## src/rtl/quadrature_input_filter.sv

```systemverilog
// Encoder front end: synchronises and glitch-filters A/B/I, then decodes
// quadrature transitions into Step/Dir, index pulses and illegal-jump errors.
module quadrature_input_filter #(
  parameter int FILTER_CYCLES = 4,
  parameter int PRESCALE      = 1,
  parameter int ERR_WIDTH     = 8
) (
  input  logic                 Clock,
  input  logic                 Reset,
  input  logic                 A,
  input  logic                 B,
  input  logic                 I,
  input  logic                 ClearError,
  output logic                 Step,
  output logic                 Dir,
  output logic                 IndexPulse,
  output logic                 AF,
  output logic                 BF,
  output logic                 IF,
  output logic                 Error,
  output logic [ERR_WIDTH-1:0] ErrorCount,
  output logic                 Ready
);

  localparam int CW = $clog2(FILTER_CYCLES) + 1;
  localparam logic [CW-1:0] CNT_LAST = CW'(FILTER_CYCLES - 1);
  localparam logic [CW-1:0] CNT_FULL = CW'(FILTER_CYCLES);

  typedef enum logic {ST_INIT, ST_RUN} state_t;

  // Position along the CW cycle 00->01->11->10 for an {A,B} pair.
  function automatic logic [1:0] quad_phase(input logic [1:0] ab);
    return {ab[1], ab[1] ^ ab[0]};
  endfunction

  function automatic logic [ERR_WIDTH-1:0] sat_inc(input logic [ERR_WIDTH-1:0] v);
    return (&v) ? v : v + 1'b1;
  endfunction

  logic tick;

  generate
    if (PRESCALE > 1) begin : g_prescale
      localparam int PW = $clog2(PRESCALE);
      localparam logic [PW-1:0] PRE_LAST = PW'(PRESCALE - 1);
      logic [PW-1:0] pre_q, pre_d;
      always_comb pre_d = (pre_q == PRE_LAST) ? '0 : pre_q + 1'b1;
      always_ff @(posedge Clock or posedge Reset) begin
        if (Reset) pre_q <= '0;
        else       pre_q <= pre_d;
      end
      assign tick = (pre_q == PRE_LAST);
    end else begin : g_no_prescale
      assign tick = 1'b1;
    end
  endgenerate

  // Channel index: 0 = A, 1 = B, 2 = I.
  logic [2:0]         s1_q, s1_d, s2_q, s2_d, filt_q, filt_d;
  logic [2:0][CW-1:0] cnt_q, cnt_d, stab_q, stab_d;
  logic [2:0]         settled_q, settled_d, settled_now, accept;
  logic [1:0]         fill_q, fill_d, prev_ab_q, prev_ab_d, phase_diff;
  state_t             state_q, state_d;
  logic               prev_i_q, prev_i_d, illegal;
  logic               step_q, step_d, dir_q, dir_d, index_q, index_d;
  logic               error_q, error_d, ready_q, ready_d;
  logic [ERR_WIDTH-1:0] err_cnt_q, err_cnt_d;

  always_comb begin
    for (int c = 0; c < 3; c++) settled_now[c] = settled_q[c] | (stab_q[c] == CNT_FULL);
  end

  always_comb begin
    s1_d       = {I, B, A};
    s2_d       = s1_q;
    filt_d     = filt_q;
    cnt_d      = cnt_q;
    stab_d     = stab_q;
    settled_d  = settled_q;
    fill_d     = fill_q;
    state_d    = state_q;
    prev_ab_d  = prev_ab_q;
    prev_i_d   = prev_i_q;
    step_d     = 1'b0;
    index_d    = 1'b0;
    dir_d      = dir_q;
    error_d    = error_q;
    err_cnt_d  = err_cnt_q;
    ready_d    = ready_q;
    accept     = '0;
    illegal    = 1'b0;
    phase_diff = '0;

    for (int c = 0; c < 3; c++) begin
      if (tick) begin
        if (s2_q[c] == filt_q[c]) begin
          cnt_d[c] = '0;
        end else if (cnt_q[c] == CNT_LAST) begin
          filt_d[c] = s2_q[c];
          cnt_d[c]  = '0;
          accept[c] = 1'b1;
        end else begin
          cnt_d[c] = cnt_q[c] + 1'b1;
        end
      end
    end

    case (state_q)
      ST_INIT: begin
        // Stability is only counted once the synchroniser holds real samples.
        if (fill_q != 2'd2) fill_d = fill_q + 2'd1;
        for (int c = 0; c < 3; c++) begin
          if (accept[c]) settled_d[c] = 1'b1;
          if (tick && fill_q == 2'd2) begin
            if (s2_q[c] != filt_q[c])       stab_d[c] = '0;
            else if (stab_q[c] != CNT_FULL) stab_d[c] = stab_q[c] + 1'b1;
          end
        end
        if (&settled_now) begin
          state_d   = ST_RUN;
          ready_d   = 1'b1;
          prev_ab_d = {filt_q[0], filt_q[1]};
          prev_i_d  = filt_q[2];
        end
      end
      default: begin
        prev_ab_d  = {filt_q[0], filt_q[1]};
        prev_i_d   = filt_q[2];
        index_d    = filt_q[2] & ~prev_i_q;
        phase_diff = quad_phase({filt_q[0], filt_q[1]}) - quad_phase(prev_ab_q);
        case (phase_diff)
          2'd1:    begin step_d = 1'b1; dir_d = 1'b1; end
          2'd3:    begin step_d = 1'b1; dir_d = 1'b0; end
          2'd2:    illegal = 1'b1;
          default: ;
        endcase
      end
    endcase

    // A clear coinciding with a new illegal jump still records that jump.
    if (ClearError) begin
      error_d   = illegal;
      err_cnt_d = illegal ? ERR_WIDTH'(1) : '0;
    end else if (illegal) begin
      error_d   = 1'b1;
      err_cnt_d = sat_inc(err_cnt_q);
    end
  end

  always_ff @(posedge Clock or posedge Reset) begin
    if (Reset) begin
      s1_q      <= '0;
      s2_q      <= '0;
      filt_q    <= '0;
      cnt_q     <= '0;
      stab_q    <= '0;
      settled_q <= '0;
      fill_q    <= '0;
      state_q   <= ST_INIT;
      prev_ab_q <= '0;
      prev_i_q  <= 1'b0;
      step_q    <= 1'b0;
      dir_q     <= 1'b1;
      index_q   <= 1'b0;
      error_q   <= 1'b0;
      err_cnt_q <= '0;
      ready_q   <= 1'b0;
    end else begin
      s1_q      <= s1_d;
      s2_q      <= s2_d;
      filt_q    <= filt_d;
      cnt_q     <= cnt_d;
      stab_q    <= stab_d;
      settled_q <= settled_d;
      fill_q    <= fill_d;
      state_q   <= state_d;
      prev_ab_q <= prev_ab_d;
      prev_i_q  <= prev_i_d;
      step_q    <= step_d;
      dir_q     <= dir_d;
      index_q   <= index_d;
      error_q   <= error_d;
      err_cnt_q <= err_cnt_d;
      ready_q   <= ready_d;
    end
  end

  assign Step       = step_q;
  assign Dir        = dir_q;
  assign IndexPulse = index_q;
  assign AF         = filt_q[0];
  assign BF         = filt_q[1];
  assign IF         = filt_q[2];
  assign Error      = error_q;
  assign ErrorCount = err_cnt_q;
  assign Ready      = ready_q;

endmodule

```

## config.mk

```make
export PLATFORM = sky130hd
export DESIGN_NAME = quadrature_input_filter
export DESIGN_NICKNAME = d
export VERILOG_FILES = /design/src/rtl/quadrature_input_filter.sv
export SDC_FILE = /design/constraint.sdc
export NUM_CORES = 1
export LEC_CHECK = 0
export ABC_CLOCK_PERIOD_IN_PS = 4400
export BUFFER_PORTS_ARGS = -buffer_cell sky130_fd_sc_hd__buf_2
export CORE_AREA = 2 2 70 72
export CTS_CLUSTER_DIAMETER = 60
export DETAILED_ROUTE_END_ITERATION = 8
export DIE_AREA = 0 0 72 74
export PLACE_DENSITY = 0.67
export SETUP_SLACK_MARGIN = 0.02
export SYNTH_ARGS = -nofsm -noshare
export SYNTH_HDL_FRONTEND = slang
export SYNTH_SLANG_ARGS = --single-unit
```

## constraint.sdc

```tcl
create_clock -name Clock -period 4.4 [get_ports Clock]
set_input_delay 0.22 -clock Clock [delete_from_list [all_inputs] [get_ports Clock]]
set_output_delay 0.22 -clock Clock [all_outputs]
set_load 0.02 [all_outputs]
```

==> flow_summary.json <==
{
  "outcome": "finished clean",
  "drt_pass1_iterations": 4,
  "clk_root_buffer_cell": "clkbuf_8",
  "r2r_slack_ps": 2290,
  "period_needed_ps": 2111,
  "htreeDepth": 2,
  "ys_ff_latch": 49,
  "tightest_slew_ps": 967.6,
  "tns_ps": 0,
  "multi_input_area_um2": 905.9,
  "grt.total_usage_pct": 15.52,
  "cts_buffers": 5,
  "io_pins": 22,
  "cp.arrival_ps": 2340,
  "antenna_found_initial": 0,
  "crit_path_max_fanout": 7,
  "num-nets-final": 237,
  "drv_slew": 0,
  "clock_latency_ps": 300,
  "syn_area_per_cell_um2": 11.32,
  "grt_max_degree": 50,
  "portBuffers": 21,
  "synth_warnings": 0,
  "startpoint": "filt_q[0]",
  "setup_viol": 0,
  "r2r_end": "ErrorCount[3]",
  "drive_above_1_share_pct": 19.09,
  "leakagePower_uw": 0.001156,
  "grt-ovfl-total": 0,
  "cp-start-kind": "flip-flop",
  "diodes": 0,
  "clock.fmax_mhz": 473.7,
  "clock_sinks": 49,
  "finClkSkew_ps": 9.659,
  "hold_buffers": 0,
  "gp_congestion": 0.7135,
  "wl_um": 3486,
  "seq_area_frac_synth_pct": 55.58,
  "critPathKind": "reg -> reg",
  "crit_required_ps": 4630,
  "hold_class": "in -> reg",
  "synthesis.nets": 213,
  "min_period_over_period_pct": 47.98,
  "dp_hpwl_um": 2539,
  "rows": 25,
  "drt_iter0_markers": 70,
  "postCtsSetupRepairBufs": 0,
  "reg2regPathDepth": 6,
  "vias_per_cell": 5.252,
  "grt_pass1_wl_um": 6410,
  "wl_per_cell_um": 12.72,
  "die_h_um": 74,
  "drc": 0,
  "synth_cell_types": 35,
  "netlist_instances": 195,
  "seq_area_um2": 1227,
  "fillers": 391,
  "fp.dieW_um": 72,
  "critPathCaptureType": "flip-flop",
  "core_area_um2": 4598,
  "area_delta_synth_final_pct": 10.71,
  "grt_pass1_vias": 1439,
  "syn_area_um2": 2208,
  "critPathCapture": "ErrorCount[3]",
  "vias": 1439,
  "initial_core_util_pct": 48.03,
  "r2r-start": "filt_q[0]",
  "die-area_um2": 5328,
  "fin_ws_ps": 2289,
  "dp_slack_ps": 2289,
  "maxCapViolCount": 0,
  "cts_resized": 0,
  "rsz0062_at_grt": "false",
  "hold_viol": 0,
  "slew_headroom_pct": 35.40,
  "cts_tree": "done",
  "ant_nets": 0,
  "peakVddDrop_v": 0.0002466,
  "clk_pin_slew_worst_paths_ps": 90,
  "cts.path.max_buffers": 2,
  "p_per_area_nw_per_um2": 646.5
}
[cells by family after synthesis]
logic type	after synthesis	share of synthesized area, %
multiplexers	7	3.513
flip-flops	49	55.58
AND/OR/NAND/NOR	60	15.24
buffers and inverters	19	3.399
XOR/XNOR	11	5.212
adder cells (fa/ha/maj)	12	6.799
AO/OA/AOI/OAI	37	10.26
[registers in the layout, summed over array words and instances (netlist names), 3 cells and up]
register / flops
s1_q: 3
stab_q: 9
ErrorCount: 8
cnt_q: 9
filt_q: 3
s2_q: 3
settled_q: 3
[worst max-delay path, cell delays in order, from the launching register on]
cell,delay [ps]
dfrtp_1,520
xnor2_1,190
ha_1,300
and2_1,230
nand4_4,150
or4_1,490
a21oi_1,160
[synth_stat cells]
cell type  number  area, um^2
mux2i_1         1       10.01
and2_2          1       7.510
clkbuf_1        3       11.26
a211oi_1        1       7.510
o21ai_0        10       50.05
ha_1           12       150.1
nand4_1         1       6.260
nand2_1        18       67.56
dfrtp_1        48        1201
mux2_2          6       67.56
a31o_2          3       26.28
nor2b_1         4       25.02
nand4_4         1       21.27
o41ai_1         1       8.760
and3_1          1       6.260
nand3b_1        4       30.03
nor3_1          5       25.02
a21o_1          2       15.01
a21oi_1        14       70.07
o311ai_1        3       26.28
nor3b_1         5       37.54
o31ai_1         2       15.01
nand3_1         5       25.02
nand2b_1        1       6.260
and2_1          2       12.51
o211ai_1        1       7.510
and4_1          2       17.52
nor2_1          7       26.28
inv_1          15       56.30
buf_4           1       7.510
dfstp_2         1       26.28
or4_1           3       22.52
xor2_1          5       43.79
xnor2_1         5       43.79
xor2_4          1       27.53
[cells in the final DEF (no fill, tap or decap), types with 2 or more instances in the layout]
| cell type | instances |
|---|---|
| dfrtp_1 | 48 |
| buf_2 | 21 |
| nand2_1 | 18 |
| a21oi_1 | 14 |
| inv_1 | 14 |
| ha_1 | 12 |
| o21ai_0 | 10 |
| nor2_1 | 7 |
| mux2_2 | 6 |
| xor2_1 | 5 |
| xnor2_1 | 5 |
| nand3_1 | 5 |
| nor3_1 | 5 |
| nor3b_1 | 5 |
| clkbuf_8 | 5 |
| nor2b_1 | 4 |
| nand3b_1 | 4 |
| a31o_2 | 3 |
| or4_1 | 3 |
| o311ai_1 | 3 |
| and2_1 | 2 |
| and4_1 | 2 |
| o31ai_1 | 2 |
| a21o_1 | 2 |
| clkinv_2 | 2 |
[layer usage]
layer  GRT usage, %  up-vias  wire length [um]
met2          25.51       20              1653
met3          2.981        7                95
met4          6.289        0                51
met1          20.52      690              1686
li1               -      722                 -
met5              0        -                 0
[per-stage QoR]
stage	hold slack, ps	area (um^2)	power, uW	utilization [%]	std cells
global placement	328.6	2362	1327	51.37	266
detailed placement	330.1	2362	1348	51.37	266
global route	7.800	2445	1732	53.17	274
CTS	16.10	2445	1603	53.17	274
floorplan	251.4	2208	1197	-	195
finish	21.70	2445	1580	53.17	274
[layout make-up]
class | instances | share of cell area, %
clock buffers | 6 | 2.968
clock inverters | 2 | 0.4094
inverters | 15 | 2.303
multi-input cells | 127 | 37.05
flip-flops and latches | 49 | 50.20
well taps | 54 | 2.764
repair buffers | 21 | 4.299
[worst min-delay path by stage]
| stage | from | to | slack (ps) | depth (start not counted) |
|---|---|---|---|---|
| after global placement | B | s1_q[1] | 330 | 1 |
| after global routing | A | s1_q[0] | 8 | 1 |
| after floorplan | A | s1_q[0] | 250 | 0 |
| final | A | s1_q[0] | 20 | 1 |
| after detailed placement | I | s1_q[2] | 330 | 1 |
| after CTS | A | s1_q[0] | 20 | 1 |
[power breakdown]
part / switching [uW] / internal, uW / total [uW]
sequential: 124 / 591 / 715
combinational: 353 / 261 / 614
clock: 142 / 110 / 252
No activity file was read; power rests on OpenSTA's default activity.
